### src/rtl/mem_stage_lsu_pkg.sv
// Shared definitions for the memory-access stage load/store unit:
// funct3 size/sign encodings, FSM state type and access-size decode.
package mem_stage_pkg;

  localparam logic [2:0] F3_B  = 3'b000;
  localparam logic [2:0] F3_H  = 3'b001;
  localparam logic [2:0] F3_W  = 3'b010;
  localparam logic [2:0] F3_BU = 3'b100;
  localparam logic [2:0] F3_HU = 3'b101;

  typedef enum logic [1:0] {
    IDLE = 2'd0,
    REQ  = 2'd1,
    WAIT = 2'd2,
    DONE = 2'd3
  } lsu_state_t;

  typedef enum logic [1:0] {
    SZ_B = 2'd0,
    SZ_H = 2'd1,
    SZ_W = 2'd2
  } lsu_size_t;

  // Any funct3 that is not a byte or half encoding is handled as a word.
  function automatic lsu_size_t f3_size(input logic [2:0] f3);
    case (f3)
      F3_B, F3_BU: return SZ_B;
      F3_H, F3_HU: return SZ_H;
      default:     return SZ_W;
    endcase
  endfunction

endpackage

### src/rtl/mem_stage_lsu_if.sv
// Valid/ready data-memory bus between the LSU (master) and memory (slave).
interface mem_stage_lsu_if #(
  parameter int ADDR_W = 32,
  parameter int DATA_W = 32
);
  logic              dmem_req_valid;
  logic              dmem_req_ready;
  logic              dmem_req_we;
  logic [ADDR_W-1:0] dmem_req_addr;
  logic [DATA_W-1:0] dmem_req_wdata;
  logic [3:0]        dmem_req_wstrb;
  logic              dmem_rsp_valid;
  logic [DATA_W-1:0] dmem_rsp_rdata;

  modport master (
    output dmem_req_valid, dmem_req_we, dmem_req_addr, dmem_req_wdata, dmem_req_wstrb,
    input  dmem_req_ready, dmem_rsp_valid, dmem_rsp_rdata
  );

  modport slave (
    input  dmem_req_valid, dmem_req_we, dmem_req_addr, dmem_req_wdata, dmem_req_wstrb,
    output dmem_req_ready, dmem_rsp_valid, dmem_rsp_rdata
  );
endinterface

### src/rtl/mem_stage_lsu_load_formatter.sv
// Load data formatter: picks the addressed byte/half out of the read word
// and sign- or zero-extends it; word (and undefined funct3) passes through.
module load_formatter
  import mem_stage_pkg::*;
#(
  parameter int DATA_W = 32
) (
  input  logic [DATA_W-1:0] i_rdata,
  input  logic [2:0]        i_funct3,
  input  logic [1:0]        i_offset,
  output logic [DATA_W-1:0] o_data
);

  logic [7:0]  w_byte;
  logic [15:0] w_half;

  // Lane extraction followed by extension chosen from funct3.
  always_comb begin
    w_byte = i_rdata[{i_offset, 3'b000} +: 8];
    w_half = i_rdata[{i_offset[1], 4'b0000} +: 16];
    case (i_funct3)
      F3_B:    o_data = {{24{w_byte[7]}}, w_byte};
      F3_BU:   o_data = {24'h000000, w_byte};
      F3_H:    o_data = {{16{w_half[15]}}, w_half};
      F3_HU:   o_data = {16'h0000, w_half};
      default: o_data = i_rdata;
    endcase
  end

endmodule

### src/rtl/mem_stage_lsu.sv
// Memory-access stage load/store unit. Issues one data-memory request at a
// time, stalls the pipeline while it is outstanding and formats load data
// for the MEM/WB register.
// Build option: define MISALIGN_TRAP_EN to trap misaligned H/W accesses
// (misalign_err pulse, no bus request, ram_data cleared); without it the
// address is silently force-aligned and misalign_err stays 0.
//
// state | meaning
// IDLE  | no access in flight; stall only while a mem op is presented
// REQ   | request driven on the bus, fields held until accepted
// WAIT  | load accepted, waiting for the read-data pulse
// DONE  | access complete; stall released so MEM/WB captures once
module mem_stage_lsu
  import mem_stage_pkg::*;
#(
  parameter int ADDR_W = 32,
  parameter int DATA_W = 32
) (
  input  logic              clk,
  input  logic              reset_n,
  input  logic              ex_valid,
  input  logic              ex_mem_read,
  input  logic              ex_mem_write,
  input  logic [2:0]        ex_funct3,
  input  logic [ADDR_W-1:0] ex_addr,
  input  logic [DATA_W-1:0] ex_store_data,
  mem_stage_lsu_if.master   dmem,
  output logic [DATA_W-1:0] ram_data,
  output logic              mem_wb_wren,
  output logic              pipeline_stall,
  output logic              misalign_err
);

  lsu_state_t        r_state;
  lsu_state_t        w_next_state;
  logic              r_we;
  logic [2:0]        r_funct3;
  logic [1:0]        r_offset;
  logic [ADDR_W-1:0] r_addr;
  logic [DATA_W-1:0] r_wdata;
  logic [3:0]        r_wstrb;
  logic [DATA_W-1:0] r_ram_data;
  logic              r_misalign;

  logic              w_mem_op;
  logic              w_we;
  lsu_size_t         w_size;
  logic [1:0]        w_offset;
  logic [3:0]        w_wstrb;
  logic [DATA_W-1:0] w_wdata;
  logic              w_trap;
  logic              w_stall;
  logic [DATA_W-1:0] w_fmt;

  assign w_mem_op = ex_valid & (ex_mem_read | ex_mem_write);
  // Read wins when both read and write are flagged.
  assign w_we     = ex_mem_write & ~ex_mem_read;
  assign w_size   = f3_size(ex_funct3);

`ifdef MISALIGN_TRAP_EN
  logic w_misaligned;
  assign w_misaligned = ((w_size == SZ_H) && ex_addr[0]) ||
                        ((w_size == SZ_W) && (ex_addr[1:0] != 2'b00));
  assign w_trap = w_mem_op & w_misaligned;
`else
  assign w_trap = 1'b0;
`endif

  // Lane offset with the size's alignment forced; for trapped builds every
  // access reaching the bus is already aligned, so this is a no-op there.
  always_comb begin
    w_offset = 2'b00;
    w_wstrb  = 4'b1111;
    w_wdata  = ex_store_data;
    case (w_size)
      SZ_B: begin
        w_offset = ex_addr[1:0];
        w_wstrb  = 4'b0001 << ex_addr[1:0];
        w_wdata  = {4{ex_store_data[7:0]}};
      end
      SZ_H: begin
        w_offset = {ex_addr[1], 1'b0};
        w_wstrb  = 4'b0011 << {ex_addr[1], 1'b0};
        w_wdata  = {2{ex_store_data[15:0]}};
      end
      default: begin
        w_offset = 2'b00;
        w_wstrb  = 4'b1111;
        w_wdata  = ex_store_data;
      end
    endcase
  end

  load_formatter #(.DATA_W(DATA_W)) u_load_formatter (
    .i_rdata  (dmem.dmem_rsp_rdata),
    .i_funct3 (r_funct3),
    .i_offset (r_offset),
    .o_data   (w_fmt)
  );

  // FSM state register.
  always_ff @(posedge clk) begin
    if (!reset_n) r_state <= IDLE;
    else          r_state <= w_next_state;
  end

  // FSM next state and pipeline stall.
  always_comb begin
    w_next_state = r_state;
    w_stall      = 1'b0;
    case (r_state)
      IDLE: begin
        w_stall = w_mem_op;
        if (w_trap)        w_next_state = DONE;
        else if (w_mem_op) w_next_state = REQ;
      end
      REQ: begin
        w_stall = 1'b1;
        if (dmem.dmem_req_ready) w_next_state = r_we ? DONE : WAIT;
      end
      WAIT: begin
        w_stall = 1'b1;
        if (dmem.dmem_rsp_valid) w_next_state = DONE;
      end
      DONE:    w_next_state = IDLE;
      default: w_next_state = IDLE;
    endcase
  end

  // Request capture on issue, load result capture on response, trap flag.
  always_ff @(posedge clk) begin
    if (!reset_n) begin
      r_we       <= 1'b0;
      r_funct3   <= 3'b000;
      r_offset   <= 2'b00;
      r_addr     <= '0;
      r_wdata    <= '0;
      r_wstrb    <= 4'b0000;
      r_ram_data <= '0;
      r_misalign <= 1'b0;
    end else begin
      r_misalign <= 1'b0;
      if ((r_state == IDLE) && w_mem_op) begin
        if (w_trap) begin
          r_misalign <= 1'b1;
          r_ram_data <= '0;
        end else begin
          r_we     <= w_we;
          r_funct3 <= ex_funct3;
          r_offset <= w_offset;
          r_addr   <= {ex_addr[ADDR_W-1:2], 2'b00};
          r_wdata  <= w_wdata;
          r_wstrb  <= w_wstrb;
        end
      end
      if ((r_state == WAIT) && dmem.dmem_rsp_valid) r_ram_data <= w_fmt;
    end
  end

  assign dmem.dmem_req_valid = (r_state == REQ);
  assign dmem.dmem_req_we    = r_we;
  assign dmem.dmem_req_addr  = r_addr;
  assign dmem.dmem_req_wdata = r_wdata;
  assign dmem.dmem_req_wstrb = r_wstrb;

  assign ram_data       = r_ram_data;
  assign pipeline_stall = w_stall;
  assign mem_wb_wren    = ~w_stall;
  assign misalign_err   = r_misalign;

endmodule

### src/flat_wrapper.sv
// flat-port wrapper written by rule: the top's interface ports become plain ports
module mem_stage_lsu_flat import mem_stage_pkg::*;
#(
  parameter int ADDR_W = 32,
  parameter int DATA_W = 32
)
  (clk, reset_n, ex_valid, ex_mem_read, ex_mem_write, ex_funct3, ex_addr, ex_store_data, ram_data, mem_wb_wren, pipeline_stall, misalign_err, dmem_dmem_req_valid, dmem_dmem_req_we, dmem_dmem_req_addr, dmem_dmem_req_wdata, dmem_dmem_req_wstrb, dmem_dmem_req_ready, dmem_dmem_rsp_valid, dmem_dmem_rsp_rdata);
  mem_stage_lsu_if #(.ADDR_W(ADDR_W), .DATA_W(DATA_W)) dmem_i ();
  input  logic clk;
  input  logic reset_n;
  input  logic ex_valid;
  input  logic ex_mem_read;
  input  logic ex_mem_write;
  input  logic [2:0] ex_funct3;
  input  logic [ADDR_W-1:0] ex_addr;
  input  logic [DATA_W-1:0] ex_store_data;
  output logic [DATA_W-1:0] ram_data;
  output logic mem_wb_wren;
  output logic pipeline_stall;
  output logic misalign_err;
  output wire logic [$bits(dmem_i.dmem_req_valid)-1:0] dmem_dmem_req_valid;
  output wire logic [$bits(dmem_i.dmem_req_we)-1:0] dmem_dmem_req_we;
  output wire logic [$bits(dmem_i.dmem_req_addr)-1:0] dmem_dmem_req_addr;
  output wire logic [$bits(dmem_i.dmem_req_wdata)-1:0] dmem_dmem_req_wdata;
  output wire logic [$bits(dmem_i.dmem_req_wstrb)-1:0] dmem_dmem_req_wstrb;
  input wire logic [$bits(dmem_i.dmem_req_ready)-1:0] dmem_dmem_req_ready;
  input wire logic [$bits(dmem_i.dmem_rsp_valid)-1:0] dmem_dmem_rsp_valid;
  input wire logic [$bits(dmem_i.dmem_rsp_rdata)-1:0] dmem_dmem_rsp_rdata;
  assign dmem_dmem_req_valid = dmem_i.dmem_req_valid;
  assign dmem_dmem_req_we = dmem_i.dmem_req_we;
  assign dmem_dmem_req_addr = dmem_i.dmem_req_addr;
  assign dmem_dmem_req_wdata = dmem_i.dmem_req_wdata;
  assign dmem_dmem_req_wstrb = dmem_i.dmem_req_wstrb;
  assign dmem_i.dmem_req_ready = dmem_dmem_req_ready;
  assign dmem_i.dmem_rsp_valid = dmem_dmem_rsp_valid;
  assign dmem_i.dmem_rsp_rdata = dmem_dmem_rsp_rdata;
  mem_stage_lsu #(.ADDR_W(ADDR_W), .DATA_W(DATA_W)) u_core (.clk(clk), .reset_n(reset_n), .ex_valid(ex_valid), .ex_mem_read(ex_mem_read), .ex_mem_write(ex_mem_write), .ex_funct3(ex_funct3), .ex_addr(ex_addr), .ex_store_data(ex_store_data), .dmem(dmem_i), .ram_data(ram_data), .mem_wb_wren(mem_wb_wren), .pipeline_stall(pipeline_stall), .misalign_err(misalign_err));
endmodule
### config.mk
export PLATFORM = sky130hd
export DESIGN_NAME = mem_stage_lsu_flat
export DESIGN_NICKNAME = d
export VERILOG_FILES = /design/src/rtl/mem_stage_lsu_pkg.sv /design/src/rtl/mem_stage_lsu_if.sv /design/src/rtl/mem_stage_lsu_load_formatter.sv /design/src/rtl/mem_stage_lsu.sv /design/src/flat_wrapper.sv
export SDC_FILE = /design/constraint.sdc
export NUM_CORES = 1
export LEC_CHECK = 0
export CORE_MARGIN = 4
export CORE_UTILIZATION = 42
export CTS_CLUSTER_DIAMETER = 30
export DETAILED_ROUTE_END_ITERATION = 7
export PLACE_DENSITY = 0.8
export SLEW_MARGIN = 30
export SYNTH_ARGS = -nofsm -noshare
export SYNTH_HDL_FRONTEND = slang
export SYNTH_HIERARCHICAL = 1
export SYNTH_SLANG_ARGS = --single-unit
### constraint.sdc
create_clock -name clk -period 2.3 [get_ports clk]
set_clock_uncertainty 0.2 [all_clocks]
set_input_delay 0.46 -clock clk [delete_from_list [all_inputs] [get_ports clk]]
set_output_delay 0.46 -clock clk [all_outputs]
set_load 0.02 [all_outputs]
# Word-level counts from Yosys, hierarchy flattened
# Cells that the tools add are included.
totals:
  reg_bits: 106
  out_inout_bits: 105
  wordCells: 51
op_classes:
  eq_ne: 13
  shift: 4
  muxes: 11
  bitwise: 5
  n_reduce_logical: 10
op_table:
  columns: ["op", "n"]
  rows:
  - ["case mux 32 bit (4 select lines)", 1]
  - ["case mux 32 bit (2 select lines)", 1]
  - ["indexed part select 32 x 6 -> 16 bit", 1]
  - ["indexed part select 32 x 6 -> 8 bit", 1]
  - ["== test 3 bit (second input constant)", 4]
  - ["case mux 2 bit (2 select lines)", 2]
  - ["case mux 2 bit (4 select lines)", 1]
  - ["case mux 4 bit (2 select lines)", 1]
  - ["== test 3 x 1 -> 1 bit (second input constant)", 2]
  - ["logical NOT 3 bit", 2]
  - ["two-way mux 2 bit", 3]
  - ["OR reduction 2 bit", 3]
  - ["== test 2 x 1 -> 1 bit (second input constant)", 2]
  - ["== test 2 bit (second input constant)", 2]
  - ["logical NOT 2 bit", 2]
  - ["!= test 2 x 1 -> 1 bit (second input constant)", 2]
  - ["<< shifter 1 x 2 -> 4 bit (first input constant)", 1]
  - ["<< shifter 2 x 2 -> 4 bit (first input constant)", 1]
  - ["AND reduction 3 bit", 1]
  - ["AND 1 bit", 2]
  - ["logical AND 1 bit", 2]
  - ["!= test 2 bit (second input constant)", 1]
  - ["inverter 1 bit", 2]
  - ["case mux 1 bit (2 select lines)", 1]
  - ["other kinds (2)", 2]

# Longest topological paths before layout
depth:
  word_depth: 5
  mapped_depth: 8
  ltp_nobuf: 6

# By module
# The synthesis kept the hierarchy.
modules_own_cells:
  columns: ["module", "instances", "cells_per_inst", "area_each_um2", "seq_area_each_um2"]
  rows:
  - ["mem_stage_lsu", 1, 506, 4164.0, 2122.0]
  - ["load_formatter", 1, 109, 628.1, 0.0]

# Least setup slack after synthesis
# Ideal clock, no wire load.
synth_timing:
  path_kind: "register to output"
  start: "register u_core.r_state[0]"
  end: "output port mem_wb_wren"
  arrival_ns: 1.408
  required_time_ns: 1.640
  slack_ns: 0.232
  path_stages_with_launch: 8
  n_path_buf: 2
  cell_sequence: "dfxtp_1 -> inv_1 -> ha_1 -> o211a_1 -> buf_4 -> buf_6 -> nor2_1 -> or2_1"
synth_between:
  elab_chain_len: 4
synth_lines:
  columns: ["item", "line", "rtl"]
  rows:
  - ["from (decl)", "mem_stage_lsu.sv:34", "lsu_state_t r_state;"]
  - ["from (signal assigned)", "mem_stage_lsu.sv:104", "else r_state <= w_next_state;"]
  - ["== test 2 x 1 -> 1 bit / == test 2 bit (equally long branches)", "mem_stage_lsu.sv:111", "case (r_state)"]
  - ["OR reduction 2 bit (no source line)", null, null]
  - ["case mux 1 bit (2 select lines) (*)", "mem_stage_lsu.sv:111", null]
  - ["inverter 1 bit (*)", "mem_stage_lsu.sv:168", "assign mem_wb_wren = ~w_stall;"]
  - ["to (decl)", "flat_wrapper.sv:18", "output logic mem_wb_wren;"]
# Every way passes the cells marked *; elsewhere a longest branch is shown, timed or not.

# Final worst setup path
layout_timing:
  start: "input port ex_valid"
  end: "output port mem_wb_wren"
layout_between:
  elab_chain_len: 3
layout_lines:
  columns: ["item", "line", "rtl"]
  rows:
  - ["from (decl)", "flat_wrapper.sv:11", "input logic ex_valid;"]
  - ["AND 1 bit", "mem_stage_lsu.sv:55", "assign w_mem_op = ex_valid & (ex_mem_read | ex_mem_write);"]
  - ["case mux 1 bit (2 select lines)", "mem_stage_lsu.sv:111", null]
  - ["inverter 1 bit", "mem_stage_lsu.sv:168", null]
# Every way passes these cells.

==> out/qor.csv <==
metric;value;unit
run status;completed;
Clock power frac;24.6;%
dpl hpwl;11600;um
Post-Syn Area;4790;sq um
Vias;5052;
arrival time at the worst endpoint;1.57;ns
die footprint;13200;sq um
core area;11000;sq um
Root Buffer;clkbuf_16;
RSZ-0062 raised after global routing;no;
Crit Path Class;in -> out;
Hold Path Depth;2;
clk sink count;106;
ranking of synthesized cells by area;dfxtp_1, nand2_1, a21oi_1, mux2i_1, o21ai_0;
hold endpoint;u_core/dmem.dmem_req_addr[19];
Setup TNS;0;ns
H-tree depth;3;
adder and majority gate portion of the synthesized area;1.31;%
Bufs on Longest Clock Path;2;
Layout Area Growth over Synthesis;53.8;%
PortBufs;207;
Via density;5.26;
Pwr Density;869;nW/um^2
sequential area share after synthesis;44.3;%
antenna cells;0;
required time worst endpoint;1.64;ns
Yosys top cell area share;44.3;%
CP Launch Type;input port;
crit path time final;2.23;ns
Mean Syn Cell Area;7.79;sq um
worst slew pin tran;0.586;ns
vias in the first global route;4966;
Gate power share;39.7;%
CP Max Fanout;2;
Reg-to-Reg Start;u_core/r_state[0];
final-stage net count;928;
die width;115;um
clock slew at reported path FFs;0.06;ns
initial drt markers;426;
#FFs+latches synth;106;
Post-synth EDFFs;0;
drt drc;0;
layout cells sized above 1;8.28;%
initial antenna violation count;0;
Pre-antenna DRT Iters;6;
simple logic cell fraction of the synthesized area;21.5;%
internal power;0.00422;W
Cell Count Post-Placement;946;
Psw;0.00219;W
Layout Cells excl Fill;961;
area leader, netlist;dfxtp_1;
fin crit share;97.1;%
first-pass GRT wire length;24100;um
GRT Total Usage;22.7;%
# IOs;211;
Num CTS Buffers;9;
per-cell routed wire length;16.3;um
die height;115;um
num rows;38;
Flop pwr share;35.7;%
synthesized instance count;615;
Leak;2.75;nW
initial core utilization;43.6;%
Worst VDD drop;478;uV
maxcap violations;0;
DRT Wirelength;15700;um
Min-Delay Path Class;reg -> reg;
Max Slew Vio Count;0;
mux cell area share after synthesis;8.12;%
r2r setup slk;0.22;ns
slew margin rel.;60.9;%
global route overflow;0;
CTS tree;built;
FFs w/ async S/R, synth;0;%
fill count;924;
xor/xnor share of the synthesized area;0;%
max frequency;0.448;GHz
Reg2Reg Depth;6;
Clk Latency, worst-skew pair;0.33;ns
Post-DRT Antenna Nets;0;
area of the multi-input gates;2400;sq um
Post-synth top flop;dfxtp_1;
hold_sp;u_core/dmem.dmem_req_addr[19];
GPL Wtd Cong;0.886;
Synth Area in Compound Gates;18.8;%
FF/Latch Area;2120;sq um
Sw Ratio;34.2;%
pin count of the biggest net entering global routing;81;
final hold violations;0;
FF-to-FF End;u_core/dmem.dmem_req_wdata[30];
largest family of logic cells by synthesized area;simple AND/OR/NAND/NOR gates;
Setup crit end kind;primary output;
Finish-stage setup viols;0;
Syn. warnings;6;
Netlist cell types;41;
CTS Hold Bufs;0;
==> registers in the layout, indices dropped and copies added, names as in the netlist <==
register,count
u_core/r_state,2
u_core/dmem.dmem_req_wdata,32
u_core/dmem.dmem_req_addr,30
u_core/r_funct3,3
u_core/ram_data,32
u_core/dmem.dmem_req_wstrb,4
u_core/r_offset,2
u_core/dmem.dmem_req_we,1
==> layout by cell type, fill, tap and decap left out, types with 9 or more instances in the layout <==
master,instances
nand2_1,207
clkdlybuf4s50_1,204
dfxtp_1,106
a21oi_1,83
o21ai_0,30
buf_4,27
nor2_1,24
mux2i_1,22
mux2_2,13
nand3_1,11
clkbuf_16,9
a311oi_1,9
==> cell usage after synthesis (2+ instances only) <==
cell / number
buf_4: 8
a21oi_1: 83
nand2_2: 2
a221o_1: 2
nand2_1: 207
a22oi_1: 8
buf_2: 20
inv_1: 8
a311oi_1: 9
o211ai_1: 2
nor2b_1: 5
clkbuf_1: 18
dfxtp_1: 106
nand3_1: 11
mux2_2: 13
o21ai_0: 30
mux2i_1: 22
a31oi_1: 3
ha_1: 5
nor2_1: 24
a211oi_1: 8
buf_6: 2
==> per-layer routing <==
layer | global-route usage, % | share of wire, % | wire (um) | vias to the layer above
met2 | 40.9 | 51 | 7940 | 224
met5 | 0 | 0 | 0 | -
met3 | 7.47 | 10 | 1590 | 21
met4 | 6.65 | 1.5 | 243 | 0
met1 | 25.5 | 38 | 5920 | 2342
li1 | - | - | - | 2465
==> power by group through the flow <==
stage	Sequential [W]	Combinational (W)	Clock, W
after floorplan	0.00264	0.00110	0
after global placement	0.00231	0.00250	0
after detailed placement	0.00232	0.00256	0
after CTS	0.00229	0.00255	0.00162
after global routing	0.00232	0.00274	0.00169
final	0.00229	0.00254	0.00158
==> stage by stage <==
step / setup WS [ns] / area (sq um) / utilization [%] / power [W] / hold slack [ns]
3_3_place_gp: -0.334 / 7070 / 64.4 / 0.00481 / 0.242
3_5_place_dp: -0.355 / 7070 / 64.4 / 0.00488 / 0.248
6_report: 0.0678 / 7370 / 67.1 / 0.00641 / 0.253
2_1_floorplan: 0.232 / 4800 / - / 0.00374 / 0.246
4_1_cts: 0.00245 / 7370 / 67.1 / 0.00646 / 0.256
5_1_grt: 0.000402 / 7370 / 67.1 / 0.00675 / 0.278
==> timing repair <==
action                                 in CTS  in global routing
endpoints found under the hold margin       0                  0
setup endpoints to repair                   2                 10
setup buffers                               0                  0
resized for setup                           6                  4
==> cells by family after synthesis <==
group,after synthesis
other cells,1
mux,36
flops,106
fa+ha+maj,5
simple gates,257
buf+inv,57
compound gates,153
==> worst max-delay path by stage <==
| stage | start | endpoint | slack [ns] | depth (start not counted) |
|---|---|---|---|---|
| 2_1_floorplan | u_core/r_state[0] | mem_wb_wren | 0.23 | 7 |
| 3_3_place_gp | ex_mem_read | mem_wb_wren | -0.33 | 5 |
| 3_5_place_dp | ex_mem_read | mem_wb_wren | -0.35 | 5 |
| 4_1_cts | ex_mem_read | pipeline_stall | 0.002 | 5 |
| 5_1_grt | u_core/r_state[0] | mem_wb_wren | 0.0004 | 6 |
| 6_report | ex_valid | mem_wb_wren | 0.07 | 5 |
==> cell type report <==
| class | instances | share of cell area (%) |
|---|---|---|
| Multi-Input combinational cell | 454 | 32.6 |
| Timing Repair Buffer | 238 | 31.7 |
| Sequential cell | 106 | 28.8 |
| Clock buffer | 12 | 3.21 |
| Tap cell | 140 | 2.38 |
| Clock inverter | 3 | 0.883 |
| Inverter | 8 | 0.407 |
==> worst max-delay path: stages <==
cell	delay (ns)
clkdlybuf4s50_1	0.50
o211a_2	0.21
nor2_1	0.05
or2_1	0.20
buf_2	0.16
Power figures use the tool's default switching activity.
